===== src/rtl/instr_fetch.sv =====
// Instruction fetch front end: holds the PC, reads a combinational instruction
// memory and queues {pc, instr} pairs in a 2-entry queue for decode.
// Latency: a word fetched in cycle N appears on id_* in cycle N+1 (no bypass).
// Backpressure: when the queue is full and decode does not pop, mem_re drops and the PC holds.
//
// Ports:
//   clk, rst                 clock, synchronous active-high reset
//   mem_addr, mem_re         byte address / read enable to instruction memory
//   mem_instr                word returned by memory in the same cycle
//   redirect_valid/_pc       PC change from execute; flushes the queue
//   id_valid, id_ready       valid/ready handshake to decode
//   id_instr, id_pc          queue head contents (0 when the queue is empty)
module instr_fetch #(
   parameter int                    INSTR_WIDTH = 32,
   parameter int                    ADDR_WIDTH  = 10,
   parameter logic [ADDR_WIDTH-1:0] RESET_PC    = '0
) (
   input  logic                   clk,
   input  logic                   rst,
   output logic [ADDR_WIDTH-1:0]  mem_addr,
   output logic                   mem_re,
   input  logic [INSTR_WIDTH-1:0] mem_instr,
   input  logic                   redirect_valid,
   input  logic [ADDR_WIDTH-1:0]  redirect_pc,
   output logic                   id_valid,
   input  logic                   id_ready,
   output logic [INSTR_WIDTH-1:0] id_instr,
   output logic [ADDR_WIDTH-1:0]  id_pc
);

   localparam logic [ADDR_WIDTH-1:0] PC_STEP = ADDR_WIDTH'(4);

   logic [ADDR_WIDTH-1:0]  pc;
   logic [ADDR_WIDTH-1:0]  q_pc    [2];
   logic [INSTR_WIDTH-1:0] q_instr [2];
   logic                   head;
   logic                   tail;
   logic [1:0]             count;

   logic pop;
   logic can_push;

   assign id_valid = (count != 2'd0);
   assign pop      = id_valid & id_ready;
   // A pop frees a slot in the same cycle, so a full queue can still stream.
   assign can_push = (count < 2'd2) | pop;
   assign mem_re   = ~rst & ~redirect_valid & can_push;
   assign mem_addr = pc;

   assign id_instr = id_valid ? q_instr[head] : '0;
   assign id_pc    = id_valid ? q_pc[head]    : '0;

   always_ff @(posedge clk) begin
      if (rst) begin
         pc    <= RESET_PC;
         count <= 2'd0;
         head  <= 1'b0;
         tail  <= 1'b0;
      end else if (redirect_valid) begin
         // Flush wins over any pop this cycle; the popped head is squashed.
         pc    <= {redirect_pc[ADDR_WIDTH-1:2], 2'b00};
         count <= 2'd0;
         head  <= 1'b0;
         tail  <= 1'b0;
      end else begin
         if (mem_re) begin
            pc   <= pc + PC_STEP;
            tail <= ~tail;
         end
         if (pop) begin
            head <= ~head;
         end
         case ({mem_re, pop})
            2'b10:   count <= count + 2'd1;
            2'b01:   count <= count - 2'd1;
            default: count <= count;
         endcase
      end
   end

   // Queue storage needs no reset: entries are only read while count covers them.
   always_ff @(posedge clk) begin
      if (mem_re) begin
         q_pc[tail]    <= pc;
         q_instr[tail] <= mem_instr;
      end
   end

endmodule


===== config.mk =====
export PLATFORM = sky130hd
export DESIGN_NAME = instr_fetch
export DESIGN_NICKNAME = d
export VERILOG_FILES = /design/src/rtl/instr_fetch.sv
export SDC_FILE = /design/constraint.sdc
export NUM_CORES = 1
export LEC_CHECK = 0
export BUFFER_PORTS_ARGS = -buffer_cell sky130_fd_sc_hd__buf_2
export CAP_MARGIN = 5
export CORE_MARGIN = 4
export CORE_UTILIZATION = 47
export CTS_CLUSTER_SIZE = 30
export DETAILED_ROUTE_END_ITERATION = 10
export GPL_TIMING_DRIVEN = 0
export HOLD_SLACK_MARGIN = 0.15
export PLACE_DENSITY = 0.76
export SYNTH_ARGS = -nofsm -noshare
export SYNTH_HDL_FRONTEND = slang
export SYNTH_SLANG_ARGS = --single-unit

===== constraint.sdc =====
create_clock -name clk -period 3.08 [get_ports clk]
set_input_delay 0.462 -clock clk [delete_from_list [all_inputs] [get_ports clk]]
set_output_delay 0.462 -clock clk [all_outputs]
set_load 0.01 [all_outputs]

Word-level counts from Yosys, hierarchy flattened
Memories as Yosys holds them, arrays and structs flattened. A register that Yosys moved wholly into a read port is not among the register bits.
Index checks and enable logic that the tools add are counted.

storage, ports and cells
  flip-flop bits (word level) = 14
  bits in latches = 0
  memory bits (writable) = 84
  ROM bits = 0
  input bits = 46
  output and inout port bits = 54
  logic and storage cells = 36
  memories = 2

operators by class
  add/sub/neg operators = 3
  multiply operators = 0
  div/mod/pow operators = 0
  $lt $le $gt $ge = 1
  equality and inequality tests = 2
  shift operators = 0
  mux-type cells = 11
  bitwise gates (word level) = 8
  reductions and logical operators = 4

memories
  memory   depth  bits a word  read ports  clocked after memory_dff  write ports  RTL line  source
  q_instr  2      32           1           1                         1            35        logic [INSTR_WIDTH-1:0] q_instr [2];
  q_pc     2      10           1           1                         1            34        logic [ADDR_WIDTH-1:0] q_pc [2];

operator list
  kind                   count
  $mux 32                1
  $mux 10                3
  $add 10x3->10 const B  1
  $mux 1                 6
  $reduce_bool 2->1      3
  $not 1->1              4
  $pmux 2 s2             1
  $and 1x1->1            3
  $add 2x1->2 const B    1
  $eq 2x1->1 const B     1
  $eq 2x2->1 const B     1
  $lt 2x2->1 const B     1
  $reduce_or 2->1        1
  $sub 2x1->2 const B    1
  $or 1x1->1             1

Depth between registers and ports, before layout
  depth after elaboration = 6
  gate-level depth with buffers = 8
  mapped depth without buffers = 8

Worst setup path before layout
Ideal clock, no wire load.

  path type = input-to-reg
  start point = input port redirect_valid
  end point = memory q_instr[0][0], enable pin
  arrival time = 2.720 ns
  slack = -0.078 ns
  stages = 3
  path through = buf_2 > or3_4 > nor2_1

between the ends
  cells in the longest elaborated chain, start to end = 5

RTL lines
  element                       RTL line  source
  start, declared               23        input logic redirect_valid,
  $not 1->1                     47        assign mem_re = ~rst & ~redirect_valid & can_push;
  $and 1x1->1 (2 in a row)      47
  $mux 1                        83        if (mem_re) begin
  $mux 1 (not written as such)  85        q_instr[tail] <= mem_instr;
  end, declared                 35

Every way passes these cells.

Worst setup path in the final report
  start point = register count[1]
  end point = output port id_instr[20]

between the ends
  cells in the longest elaborated chain, start to end = 2

RTL lines
  element                 RTL line  source
  start, declared         38        logic [1:0] count;
  start signal, assigned  74        2'b10: count <= count + 2'd1;
  start signal, assigned  75        2'b01: count <= count - 2'd1;
  start signal, assigned  76        default: count <= count;
  $reduce_bool 2->1       43        assign id_valid = (count != 2'd0);
  $mux 32                 50        assign id_instr = id_valid ? q_instr[head] : '0;
  end, declared           27        output logic [INSTR_WIDTH-1:0] id_instr,

Every way passes these cells.

==> metrics.md <==
| Metric | Value |
|---|---|
| Total global routing overflow | `0` |
| Pre-antenna DRT Iters | `4` |
| # rows | `32` |
| Final Setup Violations | `0` |
| Worst-path clk slew | `about 0.09 ns` |
| Cts bufs inserted | `9` |
| Final Net Count | `405` |
| Final period util | `69.8%` |
| First-pass GRT wire length | `10100 um` |
| Largest net degree at the start of global routing | `22` |
| Seq/Total Area, Yosys | `72.2%` |
| DR vias/cell | `4.80` |
| Core ar. | `0.00769 mm2` |
| Total GRT Usage | `14.9%` |
| Clock skew | `0.00688 ns` |
| Crit-path cells | `nor2_2, clkbuf_1, nor2_1, buf_2` |
| Routed WL | `6690 um` |
| H-tree depth | `3` |
| Initial core utilization | `48.0%` |
| Buf/Inv on CP | `2` |
| Die H | `between 90 and 100 um` |
| Iter 0 DRT Violations | `40` |
| Pwr per Cell Area | `577 mW/mm2` |
| Die width | `96.6 um` |
| IO Count | `100` |
| LEAKAGE | `1.78 nW` |
| Status | `finished, final reports clean` |
| Post-route minimum period | `around 2.1 ns` |
| CTS tree | `done` |
| Area Overhead vs Synth | `25.3%` |
| Antenna diode count | `0` |
| Clk pwr share | `between 30 and 40%` |
| Worst skew pair latency | `0.35 ns` |
| CP Data Arrival Time | `1.69 ns` |
| Crit path largest cell delay | `0.43 ns` |
| Setup Crit Path Kind | `flip-flop to output port` |
| Hold Path Class | `input pin to flip-flop` |
| FF/Latch Area | `0.00266 mm2` |
| Post-CTS setup buffers | `0` |
| Sw Pwr | `~0.54 mW` |
| RSZ-0062 raised after global routing | `false` |
| Logic gate share of total power | `under 10%` |
| Fmax | `around 0.47 GHz` |
| CP max FO | `10` |
| Synth Warn # | `0` |
| Final Max Tran Viols | `0` |
| Reg power frac | `54.0%` |
| Root Buffer | `clkbuf_8` |
| Initial antenna violation count | `0` |
| Routed Antenna Nets | `0` |
| Area of the mapped netlist | `0.00369 mm2` |
| DRC | `0` |
| Die area | `0.00933 mm2` |
| Final Wtd Congestion | `around 0.78` |
| Layout cells sized above 1 | `35.4%` |
| Number of synthesized register bits | `93` |
| Tightest Pin Transition | `between 0.6 and 0.7 ns` |
| Vias | `2225` |
| Syn avg cell area | `14.8 um2` |
| Util after Layout | `60.1%` |
| Fill count | `621` |
| CTS Hold Buffers Added | `0` |
| Worst-case clock buffer depth | `2` |
| CP required | `~2.6 ns` |
| Synth cell types | `30` |
| CP top delay family | `buffers and inverters` |
| Peak VDD IR | `313 uV` |
| Port bufs | `a little over 90` |
| Routed WL per cell | `~14 um` |
| Worst slew margin | `between 50% and 60%` |
| Int Power | `2.12 mW` |
| Max Cap Viol | `0` |
| Crit path capture type | `output port` |
| Vias in the first global route | `2152` |
| Worst Setup Start Kind | `flip-flop` |
| Post-Place Cells | `448` |
| Hold Fails Final Rpt | `0` |
| Critical path's slowest cell | `clkbuf_1` |
| Post-CTS sizing | `0` |
| Final cell count without fillers | `464` |
| Clock sink total | `93` |
| Post-DP HPWL | `4780 um` |
| Sw frac | `between 20 and 25%` |
| Syn Inst Count | `249` |
| Multi-input logic area | `937 um2` |
power by group through the flow:
stage / sequential, mW / clock, mW / combinational, mW
6_report: 1.44 / 1.04 / 0.182
5_1_grt: 1.44 / 1.12 / 0.204
4_1_cts: 1.44 / 1.06 / 0.186
3_5_place_dp: 1.47 / 0 / 0.186
3_3_place_gp: 1.46 / 0 / 0.174
2_1_floorplan: 1.47 / 0 / 0.0953
cell type report:
class	count	share of cell area, %
Timing Repair Buffer	94	11.2
Sequential cell	93	57.6
Tap cell	102	2.76
Clock buffer	9	2.68
Buffer	17	2.09
Multi-Input combinational cell	139	20.3
Clock inverter	7	3.14
Inverter	3	0.244
kinds of logic (layout without fill, tap and decap cells):
| logic type | count (synthesis) | after routing | synth area share [%] |
|---|---|---|---|
| other | 1 | 4 | 0.102 |
| buffers and inverters | 20 | 130 | 2.92 |
| DFF | 93 | 93 | 72.2 |
| and+or+nand+nor | 71 | 71 | 8.48 |
| muxes | 40 | 40 | 10.9 |
| AOI/OAI and AO/OA | 10 | 10 | 1.90 |
| xor gates and xnor gates | 12 | 12 | 2.85 |
| adders and majority gates | 2 | 2 | 0.679 |
cell usage in the layout, fill, tap and decap left out, types with 5 or more instances in the layout:
| master | synthesis | final |
|---|---|---|
| mux2i_1 | 40 | 40 |
| a211oi_1 | 5 | 5 |
| nor2_1 | 48 | 47 |
| xor2_1 | 7 | 7 |
| dfxtp_1 | 13 | 13 |
| clkbuf_1 | 6 | 6 |
| xnor2_1 | 5 | 5 |
| buf_4 | 5 | 5 |
| edfxtp_1 | 80 | 80 |
| clkbuf_8 | 0 | 9 |
| nor3_1 | 5 | 5 |
| nand2_1 | 5 | 5 |
| buf_2 | 5 | 97 |
layer usage:
layer	up-vias	wire length [um]	track usage (%)
met4	0	99	6.66
met5	-	0	0
met3	10	382	4.42
met2	62	3480	26.7
met1	1045	2720	16.4
li1	1108	-	-
final timing paths:
| check | start | end | slack (ns) | cells past startpoint |
|---|---|---|---|---|
| min reg2reg | mem_addr[6] | q_pc[1][6] | 0.54 | 0 |
| min | mem_instr[28] | q_instr[0][28] | 0.29 | 1 |
| max reg2reg | count[1] | q_instr[1][25] | 1.03 | 5 |
| max | count[1] | id_instr[20] | 0.93 | 4 |
Yosys cell counts:
master | instances | area, um2
nand2_1 | 5 | 18.8
a211oi_1 | 5 | 37.5
and3_1 | 2 | 12.5
inv_2 | 2 | 7.51
buf_4 | 5 | 37.5
xnor2_1 | 5 | 43.8
xor2_1 | 7 | 61.3
nand2b_1 | 1 | 6.26
buf_6 | 1 | 11.3
edfxtp_1 | 80 | 2400
buf_2 | 5 | 25.0
clkbuf_1 | 6 | 22.5
nand4_1 | 4 | 25.0
o22ai_1 | 1 | 6.26
a21o_1 | 1 | 7.51
nor3_1 | 5 | 25.0
nand3_1 | 1 | 5.00
conb_1 | 1 | 3.75
a311oi_1 | 1 | 8.76
mux2i_1 | 40 | 400
and2_1 | 2 | 12.5
inv_1 | 1 | 3.75
o21ai_0 | 1 | 5.00
nor2_2 | 1 | 6.26
or3_4 | 1 | 11.3
nor2_1 | 48 | 180
a21oi_1 | 1 | 5.00
dfxtp_1 | 13 | 260
ha_1 | 2 | 25.0
and2b_4 | 1 | 10.0
per-stage QoR:
step	worst slack, ns	TNS (ns)	hold slack [ns]	instance area [um2]	power [mW]
floorplan	0.585	0	0.520	3700	1.56
global placement	-0.0835	-3.26	0.513	4290	1.64
detailed placement	0.795	0	0.521	4350	1.65
CTS	0.870	0	0.277	4620	2.69
global route	0.784	0	0.260	4620	2.76
finish	0.930	0	0.290	4620	2.66
sequential cells by signal, summed over array words and instances, names as in the netlist, named ones only:
signal and count:
q_instr 64, head 1, count 2, mem_addr 8
q_pc 16, tail 1
(Power assumes the default switching activity.)
